## src/rtl/serial_rx_pkg.sv

```systemverilog
`timescale 1ns/1ps
// Shared types and default sizing for the serial receive framer.
package serial_rx_pkg;
    localparam int DEF_DATA_BITS    = 8;
    localparam int DEF_CLKS_PER_BIT = 16;

    typedef enum logic [1:0] {
        RX_IDLE  = 2'd0,
        RX_START = 2'd1,
        RX_DATA  = 2'd2,
        RX_STOP  = 2'd3
    } rx_state_t;
endpackage

```

## src/rtl/serial_rx_framer_if.sv

```systemverilog
`timescale 1ns/1ps
// Byte output handshake: the framer is the master, the consumer the slave.
interface serial_rx_framer_if #(parameter int DATA_BITS = 8);
    logic [DATA_BITS-1:0] data_out;
    logic                 data_valid;
    logic                 data_ready;

    modport master (output data_out, output data_valid, input data_ready);
    modport slave  (input data_out, input data_valid, output data_ready);
endinterface

```

## src/rtl/rx_bit_timer.sv

```systemverilog
`timescale 1ns/1ps
// Bit-period timer: ticks half a bit after clear (start-bit centre), then once per bit.
module rx_bit_timer #(
    parameter int CLKS_PER_BIT = 16
) (
    input  logic clock,
    input  logic reset,
    input  logic clear,
    input  logic first_half,
    output logic sample_tick
);
    localparam int CW = $clog2(CLKS_PER_BIT);
    localparam logic [CW-1:0] HALF_LAST = CW'(CLKS_PER_BIT / 2 - 1);
    localparam logic [CW-1:0] FULL_LAST = CW'(CLKS_PER_BIT - 1);

    logic [CW-1:0] cnt_q, cnt_d;

    always_comb begin
        sample_tick = !clear && (cnt_q == (first_half ? HALF_LAST : FULL_LAST));
        cnt_d       = cnt_q + CW'(1);
        if (clear || sample_tick) cnt_d = '0;
    end

    always_ff @(posedge clock or negedge reset) begin
        if (!reset) cnt_q <= '0;
        else        cnt_q <= cnt_d;
    end
endmodule

```

## src/rtl/serial_rx_framer.sv

```systemverilog
`timescale 1ns/1ps
// UART-style frame receiver: start-bit confirm, LSB-first payload, stop check,
// and a single-entry valid/ready output register with overrun/framing flags.
module serial_rx_framer
    import serial_rx_pkg::*;
#(
    parameter int DATA_BITS    = DEF_DATA_BITS,
    parameter int CLKS_PER_BIT = DEF_CLKS_PER_BIT
) (
    input  logic               clock,
    input  logic               reset,
    input  logic               start_pulse,
    input  logic               serial_in,
    serial_rx_framer_if.master rx,
    output logic               busy,
    output logic               frame_err,
    output logic               overrun
);
    localparam int IW = $clog2(DATA_BITS) + 1;
    localparam logic [IW-1:0] LAST_IDX = IW'(DATA_BITS - 1);

    rx_state_t            state_q, state_d;
    logic [IW-1:0]        idx_q, idx_d;
    logic [DATA_BITS-1:0] sh_q, sh_d;
    logic [DATA_BITS-1:0] dout_q, dout_d;
    logic                 valid_q, valid_d;
    logic                 busy_q, busy_d;
    logic                 ferr_q, ferr_d;
    logic                 ovr_q, ovr_d;
    logic                 tick;

    rx_bit_timer #(.CLKS_PER_BIT(CLKS_PER_BIT)) u_timer (
        .clock       (clock),
        .reset       (reset),
        .clear       (state_q == RX_IDLE),
        .first_half  (state_q == RX_START),
        .sample_tick (tick)
    );

    always_comb begin
        state_d = state_q;
        idx_d   = idx_q;
        sh_d    = sh_q;
        dout_d  = dout_q;
        valid_d = valid_q;
        ferr_d  = 1'b0;
        ovr_d   = 1'b0;
        // Accept first so a byte landing on the same edge sees a free slot.
        if (valid_q && rx.data_ready) valid_d = 1'b0;
        case (state_q)
            RX_IDLE: if (start_pulse) state_d = RX_START;
            RX_START: if (tick) begin
                if (!serial_in) begin
                    state_d = RX_DATA;
                    idx_d   = '0;
                end else begin
                    state_d = RX_IDLE;
                end
            end
            RX_DATA: if (tick) begin
                sh_d = {serial_in, sh_q[DATA_BITS-1:1]};
                if (idx_q == LAST_IDX) state_d = RX_STOP;
                else                   idx_d   = idx_q + IW'(1);
            end
            RX_STOP: if (tick) begin
                state_d = RX_IDLE;
                if (!serial_in)   ferr_d = 1'b1;
                else if (valid_d) ovr_d  = 1'b1;
                else begin
                    dout_d  = sh_q;
                    valid_d = 1'b1;
                end
            end
            default: state_d = RX_IDLE;
        endcase
        busy_d = (state_d != RX_IDLE);
    end

    always_ff @(posedge clock or negedge reset) begin
        if (!reset) begin
            state_q <= RX_IDLE;
            idx_q   <= '0;
            sh_q    <= '0;
            dout_q  <= '0;
            valid_q <= 1'b0;
            busy_q  <= 1'b0;
            ferr_q  <= 1'b0;
            ovr_q   <= 1'b0;
        end else begin
            state_q <= state_d;
            idx_q   <= idx_d;
            sh_q    <= sh_d;
            dout_q  <= dout_d;
            valid_q <= valid_d;
            busy_q  <= busy_d;
            ferr_q  <= ferr_d;
            ovr_q   <= ovr_d;
        end
    end

    assign rx.data_out   = dout_q;
    assign rx.data_valid = valid_q;
    assign busy          = busy_q;
    assign frame_err     = ferr_q;
    assign overrun       = ovr_q;
endmodule
```

## src/flat_wrapper.sv

```systemverilog
// flat-port wrapper written by rule: the top's interface ports become plain ports
module serial_rx_framer_flat import serial_rx_pkg::*;
#(
    parameter int DATA_BITS    = DEF_DATA_BITS,
    parameter int CLKS_PER_BIT = DEF_CLKS_PER_BIT
)
  (clock, reset, start_pulse, serial_in, busy, frame_err, overrun, rx_data_out, rx_data_valid, rx_data_ready);
  serial_rx_framer_if #(.DATA_BITS(DATA_BITS)) rx_i ();
  input  logic clock;
  input  logic reset;
  input  logic start_pulse;
  input  logic serial_in;
  output logic busy;
  output logic frame_err;
  output logic overrun;
  output wire logic [$bits(rx_i.data_out)-1:0] rx_data_out;
  output wire logic [$bits(rx_i.data_valid)-1:0] rx_data_valid;
  input wire logic [$bits(rx_i.data_ready)-1:0] rx_data_ready;
  assign rx_data_out = rx_i.data_out;
  assign rx_data_valid = rx_i.data_valid;
  assign rx_i.data_ready = rx_data_ready;
  serial_rx_framer #(.DATA_BITS(DATA_BITS), .CLKS_PER_BIT(CLKS_PER_BIT)) u_core (.clock(clock), .reset(reset), .start_pulse(start_pulse), .serial_in(serial_in), .rx(rx_i), .busy(busy), .frame_err(frame_err), .overrun(overrun));
endmodule
```

## config.mk

```make
export PLATFORM = sky130hd
export DESIGN_NAME = serial_rx_framer_flat
export DESIGN_NICKNAME = d
export VERILOG_FILES = /design/src/rtl/serial_rx_pkg.sv /design/src/rtl/serial_rx_framer_if.sv /design/src/rtl/rx_bit_timer.sv /design/src/rtl/serial_rx_framer.sv /design/src/flat_wrapper.sv
export SDC_FILE = /design/constraint.sdc
export NUM_CORES = 1
export LEC_CHECK = 0
export CORE_MARGIN = 1.5
export CORE_UTILIZATION = 51
export DETAILED_ROUTE_END_ITERATION = 7
export GPL_ROUTABILITY_DRIVEN = 0
export GPL_TIMING_DRIVEN = 0
export PLACE_DENSITY = 0.82
export SLEW_MARGIN = 30
export SYNTH_ARGS = -nofsm -noshare
export SYNTH_HDL_FRONTEND = slang
export SYNTH_SLANG_ARGS = --single-unit
```

## constraint.sdc

```tcl
create_clock -name clock -period 2.1 [get_ports clock]
set_input_delay 0.315 -clock clock [delete_from_list [all_inputs] [get_ports clock]]
set_output_delay 0.315 -clock clock [all_outputs]
set_load 0.02 [all_outputs]
```

==> summary.md, run 1 <==
| Metric | Value |
|---|---|
| Die ar. | about 3000 sq um |
| Total GRT Usage | between 10% and 20% |
| CP required | 2.31 ns |
| Max VDD drop | 0.724 mV |
| Count of input and output buffers | 16 |
| Post-Synthesis Cell Area | 1360 sq um |
| Flop pwr share | 43.7% |
| Number of global-route vias before repair | 841 |
| Worst EP arrival | 1.97 ns |
| Dpl ws | 0.219 ns |
| DR vias/cell | between 5 and 6 |
| Fin crit period | around 1.8 ns |
| First-pass iteration count of the detailed router | 4 |
| Crit-path max FO | 5 |
| Worst Max-Slew Pin Slew | 0.646 ns |
| Final Hold Vio Count | 0 |
| Initial Utilization | 54.3% |
| Width of the chip | approximately 55 um |
| Die height | approximately 55 um |
| Top-count cell post-synth | dfrtp_1 |
| Combinational share of power | 28.9% |
| # diodes | 0 |
| Final Slew Violations | 0 |
| Root buffer cell | clkbuf_4 |
| PostCTS Resize Cnt | 0 |
| Synth Area per Inst | about 12 sq um |
| Nature of the critical path endpoint | flip-flop |
| Status | complete, no violations |
| PwrDens | between 1000 and 1500 nW/um^2 |
| CTS buffer count | 5 |
| Core Util, Final | 65.3% |
| Crit Path Category | reg -> reg |
| Async S/R FF share, synth | 100% |
| Grt ovf | 0 |
| IO Count | 17 |
| H-tree depth | 2 |
| Post-DRT Antenna Nets | 0 |
| Ratio of cells with drive above 1 in the final layout | 25.0% |
| Clk pwr share | 27.4% |
| Placed cells | 159 |
| Clock skew | 0.00615 ns |
| RSZ-0062 raised after global routing | false |
| Maxcap violations | 0 |
| Buffer depth of the longest clock path | 2 |
| Crit path cell chain | ha_1, and3b_1, o2bb2ai_1, nor3_2, mux2_2 |
| CTS sink cnt | 30 |
| Setup TNS | 0 ns |
| Pwr Total | approximately 1.7 mW |
| Area grow syn2layout | 20.2% |
| Syn nets | 120 |
| Final WL | 2350 um |
| Largest net degree at the start of global routing | 31 |
| Clock Pin Slew Worst Setup and Hold Paths | 0.09 ns |
| CTS Hold Bufs | 0 |
| Synth cell types | 32 |
| Core area | roughly 2500 sq um |
| Post-Synthesis Cells | 113 |
| Row Count | 18 |
| Synth top cells by count | 30 x dfrtp_1, 17 x mux2_2, 11 x nor2_1 |
| Static Leak | 0.770 nW |
| Max Fclk | 568 MHz |
| Sw Pwr | around 0.53 mW |
| Drt first-iter violations | 17 |
| P_int | approximately 1.2 mW |
| Finished Layout Cells | 166 |
| Initial antenna violation count | 0 |
| Max_slew headroom | between 50% and 60% |
| Setup ws final | 0.341 ns |
| Wirelength per Cell | 14.2 um |
| CTS tree | done |
| Synth area leader | dfrtp_1 |
| Final period utilization | about 84% |
| DP HPWL | 1670 um |
| Remaining DRCs | 0 |
| Crit-path max cell delay | 0.41 ns |
| Synth top area cells | dfrtp_1 55%, mux2_2 14%, nor2_1 3.0%, buf_4 2.2%, nand2_1 2.2% |
| EDFF count, synth | 0 |
| Yosys Warn Count | 0 |
| Register area share after synthesis | 55.3% |
| FF+latch count, synth | 30 |
| Switching power as a share of total power | 31.3% |
| Post-synth top flop | dfrtp_1 |
| Post-synth top area share | 55.3% |
| Crit start category | flip-flop |
| Post-layout nets | 143 |
| Post-CTS setup buffers | 0 |
| Worst Hold Class | in -> async |
| Vias | slightly below 900 |
| Clk_lat worst skew | 0.33 ns |
| # setup viols final | 0 |
| Global-route wire length before repair | 3910 um |
| Slowest cell on the critical path | dfrtp_1 |
metal layers:
layer	wire length, um	global-route usage, %	part of all wire [%]
met5	0	0	0
met4	42	8.75	1.8
met3	111	9.02	4.7
met2	1140	28.8	48
met1	1060	24.7	45
critical path, delay by kind of cell, from the launching register on:
kind | cells | cell delay (ns)
multiplexers | 1 | 0.37
AND/OR/NAND/NOR | 2 | 0.45
flip-flops | 1 | 0.41
AO/OA/AOI/OAI | 1 | 0.18
adder cells (fa/ha/maj) | 1 | 0.23
layout by cell type, fill, tap and decap left out, types with 2 or more instances in the layout:
cell type,count
and3b_1,2
a21boi_1,2
ha_1,2
nor2b_1,3
buf_4,4
nand3_1,4
nor2_1,11
dfrtp_1,30
mux2_2,17
or3_1,2
nand2_1,8
and3_1,2
o21ai_0,3
clkdlybuf4s50_1,15
o2111ai_1,2
nand2b_1,2
clkbuf_4,5
buf_2,3
inv_1,2
cell families after synthesis:
family          share of synthesized area [%]
simple gates                             17.3
flops                                    55.3
mux                                      14.8
compound gates                           6.54
buf+inv                                  3.50
fa+ha+maj                                1.84
xor+xnor                                0.645
final cells by class:
cell class | instances | area (sq um)
plain buffers | 6 | 40.0
clock buffers | 6 | 51.3
clock inverters | 1 | 30.0
fillers | 194 | 868
inverters | 2 | 7.51
multi-input cells | 75 | 559
flip-flops and latches | 30 | 751
well taps | 30 | 37.5
repair buffers | 16 | 155
worst paths after layout:
kind	start	endpoint	slack, ns	cells past startpoint
min in group clock	u_core.u_timer.cnt_q[0]	u_core.u_timer.cnt_q[0]	0.46	1
max in group asynchronous	reset	u_core.busy	1.68	1
max	u_core.idx_q[0]	u_core.idx_q[0]	0.34	5
min reg2reg	u_core.u_timer.cnt_q[0]	u_core.u_timer.cnt_q[0]	0.46	1
max reg2reg	u_core.idx_q[0]	u_core.idx_q[0]	0.34	5
min	reset	u_core.u_timer.cnt_q[2]	0.002	1
power groups by stage:
stage	clock, mW	combinational, mW	sequential [mW]
6_report	0.468	0.493	0.745
5_1_grt	0.506	0.564	0.760
4_1_cts	0.480	0.496	0.747
3_5_place_dp	0	0.494	0.758
3_3_place_gp	0	0.473	0.752
2_1_floorplan	0	0.374	0.751
per-stage QoR:
| step | cell area [sq um] | hold WS [ns] |
|---|---|---|
| detailed placement | 1550 | 0.380 |
| finish | 1630 | 0.00184 |
| floorplan | 1360 | 0.0194 |
| global placement | 1560 | 0.444 |
| CTS | 1630 | 0.0133 |
| global route | 1630 | 0.0401 |
flip-flops by register name, indices dropped and copies added, names as in the netlist, 2 cells and up:
register and flops:
u_core.idx_q 4, u_core.rx.data_out 8, u_core.sh_q 8, u_core.state_q 2, u_core.u_timer.cnt_q 4
No activity file was read; power rests on OpenSTA's default activity.
==> run 2: changes to the inputs <==
--- a/config.mk
+++ b/config.mk
@@ -6,11 +6,11 @@
 export NUM_CORES = 1
 export LEC_CHECK = 0
 export CORE_MARGIN = 1.5
-export CORE_UTILIZATION = 51
+export CORE_UTILIZATION = 48
 export DETAILED_ROUTE_END_ITERATION = 7
 export GPL_ROUTABILITY_DRIVEN = 0
 export GPL_TIMING_DRIVEN = 0
-export PLACE_DENSITY = 0.82
+export PLACE_DENSITY = 0.81
 export SLEW_MARGIN = 30
 export SYNTH_ARGS = -nofsm -noshare
 export SYNTH_HDL_FRONTEND = slang
==> constraint.sdc (replaced) <==
create_clock -name clock -period 1.6 [get_ports clock]
set_input_delay 0.24 -clock clock [delete_from_list [all_inputs] [get_ports clock]]
set_output_delay 0.24 -clock clock [all_outputs]
set_load 0.02 [all_outputs]
==> run 2 against run 1 <==
Against the previous run: critical path depth is 1 higher; non-clock buffer count rose by 10; combinational power is 96% higher; worst hold slack gained 0.46 ns; sequential share of layout area shrank 5.4 points; worst setup slack worse by 0.34 ns; flip-flop and latch count unchanged; critical path type unchanged; critical endpoint is now u_core.rx.data_out[4]; highest routed layer unchanged.
==> summary.md, run 2 (same netlist as run 1, synthesis figures left out) <==
| Metric | Value |
|---|---|
| DP HPWL | approximately 1700 um |
| Drt first-iter violations | 10 |
| Clock skew | 0.0142 ns |
| Commonest cells after routing, fill and taps aside | 30 x dfrtp_1, 15 x clkdlybuf4s50_1, 12 x buf_4 |
| Worst Hold Class | in -> async |
| Crit path cell chain | ha_2, buf_6, nand4_1, nor2b_1, buf_6, mux2_4 |
| Initial Utilization | 50.1% |
| Slowest cell on the critical path | dfrtp_1 |
| First-pass iteration count of the detailed router | 4 |
| Remaining DRCs | 0 |
| Switching power as a share of total power | 31.9% |
| Die height | 56.2 um |
| Grt ovf | 0 |
| Flop pwr share | between 30% and 40% |
| # setup viols final | 0 |
| Area grow syn2layout | 36.0% |
| # diodes | 0 |
| Count of input and output buffers | 16 |
| Max_slew headroom | 56.9% |
| Crit path capture | u_core.rx.data_out[4] |
| Worst Max-Slew Pin Slew | 0.647 ns |
| Final WL | 3050 um |
| CTS tree | done |
| CP top delay family | flip-flops |
| Width of the chip | about 56 um |
| RSZ-0062 raised after global routing | true |
| Core area | 2710 sq um |
| Worst r2r dst | u_core.rx.data_out[4] |
| CP required | 1.82 ns |
| Crit-path max FO | 8 |
| R2R depth | 6 |
| CP Depth | 6 |
| Max Fclk | between 600 and 700 MHz |
| Post-DRT Antenna Nets | 0 |
| Setup TNS | 0 ns |
| CP most frequent cell | buf_6 |
| Wirelength per Cell | 17.0 um |
| Root buffer cell | clkbuf_4 |
| CTS buffer count | 5 |
| Ratio of cells with drive above 1 in the final layout | 35.1% |
| Post-layout nets | 154 |
| Pwr Total | between 2 and 3 mW |
| Total GRT Usage | 19.8% |
| Row Count | 19 |
| Die ar. | approximately 3200 sq um |
| Initial antenna violation count | 0 |
| H-tree depth | 2 |
| Most common cell after layout, fill and taps aside | dfrtp_1 |
| Nature of the critical path endpoint | flip-flop |
| Worst EP arrival | between 1.5 and 2 ns |
| Vias | 1020 |
| Final Slew Violations | 0 |
| Largest net degree at the start of global routing | 31 |
| IO Count | 17 |
| Combinational share of power | around a third |
| Sw Pwr | 0.879 mW |
| Critical Path Start | u_core.u_timer.cnt_q[1] |
| FF-to-FF Start | u_core.u_timer.cnt_q[1] |
| DR vias/cell | 5.70 |
| Worst path bufs/invs | 2 |
| Crit-path max cell delay | 0.37 ns |
| Clk_lat worst skew | ~0.33 ns |
| Crit Path Category | reg -> reg |
| P_int | 1.88 mW |
| Global-route wire length before repair | 4620 um |
| Status | complete, no violations |
| R2r setup slk | roughly 0.0055 ns |
| CTS sink cnt | 30 |
| Maxcap violations | 0 |
| Final period utilization | 99.7% |
| Buffer depth of the longest clock path | 2 |
| Static Leak | 0.853 nW |
| Max VDD drop | between 1 and 1.5 mV |
| Clk pwr share | 29.0% |
| PwrDens | 1490 nW/um^2 |
| Crit start category | flip-flop |
| Number of global-route vias before repair | ~1000 |
| Clock Pin Slew Worst Setup and Hold Paths | roughly 0.11 ns |
| Fin crit period | roughly 1.6 ns |
| Final Hold Vio Count | 0 |
==> run 2: cell count changes in the layout (fill, tap and decap cells not counted), moves of 2 or more <==
cell,change
buf_4,+8
ha_1,-2
mux2_2,-9
ha_2,+2
buf_2,-2
nand3_2,+2
nand3_1,-2
buf_6,+3
mux2_4,+9
==> run 2: final cells by class <==
cell class | instances | area [sq um]
fillers | 185 | 863
flip-flops and latches | 30 | 751
multi-input cells | 76 | 649
repair buffers | 26 | 233
clock inverters | 2 | 60.1
plain buffers | 6 | 56.3
clock buffers | 6 | 51.3
well taps | 31 | 38.8
inverters | 2 | 7.51
==> run 2: power by group through the flow <==
stage	sequential, mW	clock (mW)	combinational, mW
detailed placement	0.998	0	0.665
finish	0.990	0.799	0.966
floorplan	0.985	0	0.491
global placement	0.987	0	0.622
global route	1.01	0.838	1.05
CTS	0.976	0.814	0.830
==> run 2: per-layer routing <==
metal | vias up | global-route usage [%] | wire length, um
met5 | - | 0 | 0
met4 | 0 | 9.18 | 84
met3 | 9 | 6.74 | 139
met2 | 28 | 33.6 | 1570
met1 | 518 | 22.4 | 1260
li1 | 465 | - | -
==> run 2: worst min-delay path by stage <==
stage | start | to | slack, ns
final | reset | u_core.state_q[0] | 0.47
after CTS | reset | u_core.overrun | 0.47
after global routing | reset | u_core.overrun | 0.54
after global placement | u_core.u_timer.cnt_q[0] | u_core.u_timer.cnt_q[0] | 0.44
after floorplan | reset | u_core.busy | -0.06
after detailed placement | reset | u_core.idx_q[0] | 0.30
==> run 2: worst reg2reg max path: stages, from the launching register on <==
cell	delay, ns
dfrtp_1	0.37
ha_2	0.18
buf_6	0.12
nand4_1	0.14
nor2b_1	0.18
buf_6	0.18
mux2_4	0.31
==> run 2: metrics by stage <==
stage / setup WS [ns] / instances / instance area (sq um) / hold WS [ns] / util, %
after floorplan: 0.0383 / 113 / 1360 / -0.0556 / -
after global placement: -0.169 / 160 / 1560 / 0.442 / 57.4
after detailed placement: -0.183 / 160 / 1550 / 0.301 / 57.2
after CTS: -0.0124 / 174 / 1760 / 0.468 / 65.0
after global routing: -0.0588 / 179 / 1850 / 0.538 / 68.1
final: 0.00549 / 179 / 1850 / 0.466 / 68.1
==> run 2: repair_timing <==
item / 4_1_cts / 5_1_grt
cloned: 1 / 0
pin swaps: 5 / 3
buffers inserted: 4 / 5
hold buffers: 1 / 0
gates resized for setup: 12 / 12
hold endpoints to repair: 30 / 0
setup endpoints to repair: 20 / 13
==> run 3: changes to the inputs <==
--- a/config.mk
+++ b/config.mk
@@ -6,11 +6,12 @@
 export NUM_CORES = 1
 export LEC_CHECK = 0
 export CORE_MARGIN = 1.5
-export CORE_UTILIZATION = 48
+export CORE_UTILIZATION = 35
+export CTS_CLUSTER_DIAMETER = 120
 export DETAILED_ROUTE_END_ITERATION = 7
 export GPL_ROUTABILITY_DRIVEN = 0
 export GPL_TIMING_DRIVEN = 0
-export PLACE_DENSITY = 0.81
+export PLACE_DENSITY = 0.65
 export SLEW_MARGIN = 30
 export SYNTH_ARGS = -nofsm -noshare
 export SYNTH_HDL_FRONTEND = slang
==> run 3 against run 2 <==
Against the previous run: clock-buffer cell count did not move; wire length fell by 14%; total power fell by 7.4%; non-clock buffer count did not move; final cell count rose by 9.5%; via count fell by 9.2%; maximum frequency rose by 1.3%; largest power group unchanged; clock power fell by 22%; register-to-register slack improved by 0.02 ns; critical path type unchanged; combinational power fell by 3.5%; first-iteration DRC count fell by 20%; cell area fell by 1.3%; the flow now finishes with violations (negative hold slack).
==> summary.md, run 3 (same netlist as run 1, synthesis figures left out) <==
| Metric | Value |
|---|---|
| Most common cell after layout, fill and taps aside | dfrtp_1 |
| Clock skew | approximately 0.0022 ns |
| Post-layout nets | 154 |
| Clk_lat worst skew | 0.28 ns |
| Final Hold Vio Count | 30 |
| Switching power as a share of total power | 33.1% |
| Row Count | 22 |
| Worst path bufs/invs | 2 |
| First-pass iteration count of the detailed router | 4 |
| Crit start category | flip-flop |
| P_int | approximately 1.7 mW |
| Dpl ws | -0.187 ns |
| Core area | 3690 sq um |
| Worst Max-Slew Pin Slew | around 0.66 ns |
| FF-to-FF Start | u_core.u_timer.cnt_q[0] |
| Status | finished with violations |
| PwrDens | 1400 nW/um^2 |
| Max Fclk | roughly 640 MHz |
| Placed cells | 177 |
| CTS buffer count | 5 |
| Setup TNS | 0 ns |
| R2r setup slk | 0.03 ns |
| Maxcap violations | 0 |
| Wirelength per Cell | 13.3 um |
| Clk pwr share | 24.5% |
| Finished Layout Cells | 196 |
| Total GRT Usage | ~14% |
| Final Slew Violations | 0 |
| RSZ-0062 raised after global routing | true |
| Largest net degree at the start of global routing | 31 |
| Worst r2r dst | u_core.rx.data_out[5] |
| Fin crit period | 1.57 ns |
| Count of input and output buffers | 16 |
| Remaining DRCs | 0 |
| Max_slew headroom | 56.3% |
| Commonest cells after routing, fill and taps aside | 30 x dfrtp_1, 16 x mux2_2, 15 x clkdlybuf4s50_1 |
| # diodes | 0 |
| Final WL | 2610 um |
| Placement Cell Area | 1570 sq um |
| Failing checks | negative hold slack |
| Static Leak | 0.837 nW |
| Initial antenna violation count | 0 |
| IO Count | 17 |
| Setup ws final | 0.0254 ns |
| Final period utilization | a little over nine tenths |
| Die height | 65.3 um |
| # setup viols final | 0 |
| Ratio of cells with drive above 1 in the final layout | 35.8% |
| CP required | 1.77 ns |
| Max VDD drop | 0.859 mV |
| DR vias/cell | between 4 and 5 |
| R2R depth | 6 |
| Number of global-route vias before repair | slightly above 900 |
| Slowest cell on the critical path | dfrtp_1 |
| Die ar. | 4260 sq um |
| Buffer depth of the longest clock path | 2 |
| H-tree depth | 2 |
| Post-DRT Antenna Nets | 0 |
| Vias | 926 |
| Sw Pwr | 0.845 mW |
| Drt first-iter violations | 8 |
| Width of the chip | roughly 65 um |
| Hold WS | -0.0128 ns |
| Pwr Total | 2.55 mW |
| Crit-path max FO | 8 |
| CTS tree | done |
| DP HPWL | ~1600 um |
| Clock Pin Slew Worst Setup and Hold Paths | approximately 0.060 ns |
| Worst Hold Class | in -> async |
| CTS sink cnt | 30 |
| Crit path cell chain | ha_2, buf_6, nand4_1, nor2b_1, buf_4, mux2_2 |
| Crit Path Category | reg -> reg |
| Design area | 1820 sq um |
| Root buffer cell | clkbuf_8 |
| Initial Utilization | between 30 and 40% |
| Crit-path max cell delay | 0.37 ns |
| Nature of the critical path endpoint | flip-flop |
| Combinational share of power | 36.5% |
| Grt ovf | 0 |
| CP top delay family | flip-flops |
| Global-route wire length before repair | 4420 um |
| Core Util, Final | 49.4% |
| Flop pwr share | 39.0% |
| Worst EP arrival | approximately 1.7 ns |
| Area grow syn2layout | 34.3% |
-- run 3: power by group through the flow --
stage                     Sequential (mW)  Combinational, mW  Clock (mW)
after detailed placement             1.00              0.652           0
after CTS                           0.985              0.816       0.650
after global placement              0.988              0.628           0
after floorplan                     0.985              0.491           0
after global routing                 1.01               1.03       0.696
final                               0.995              0.932       0.624
-- run 3: worst max-delay path by stage --
stage,from,endpoint,slack [ns],cells after the start
floorplan,u_core.idx_q[0],u_core.idx_q[0],0.04,5
global placement,reset,u_core.rx.data_out[5],-0.18,1
detailed placement,serial_in,u_core.rx.data_out[5],-0.19,5
CTS,u_core.state_q[0],u_core.sh_q[2],0.009,4
global route,u_core.u_timer.cnt_q[3],u_core.rx.data_out[1],-0.03,6
finish,u_core.u_timer.cnt_q[0],u_core.rx.data_out[5],0.03,6
-- run 3: per-layer routing --
| metal | vias to the layer above | track usage [%] | share of wire (%) |
|---|---|---|---|
| li1 | 466 | - | - |
| met1 | 439 | 16.4 | 43 |
| met2 | 13 | 23.0 | 51 |
| met3 | 8 | 2.91 | 2.1 |
| met4 | 0 | 11.7 | 3.4 |
| met5 | - | 0 | 0 |
-- run 3: area by class of cell --
cell class / count / area, sq um
clock inverter: 2 / 12.5
clock buffer: 6 / 82.6
inverter: 2 / 7.51
tap: 48 / 60.1
sequential: 30 / 751
multi-input combinational: 76 / 623
fill: 338 / 1870
buffer: 6 / 56.3
timing repair buffer: 26 / 230
-- run 3: what timing repair did --
item	4_1_cts	5_1_grt
buffers inserted	6	4
hold buffers	0	0
pin swaps	4	4
gates cloned	1	0
gates resized for setup	12	5
hold endpoints to repair	0	0
setup endpoints to repair	20	20
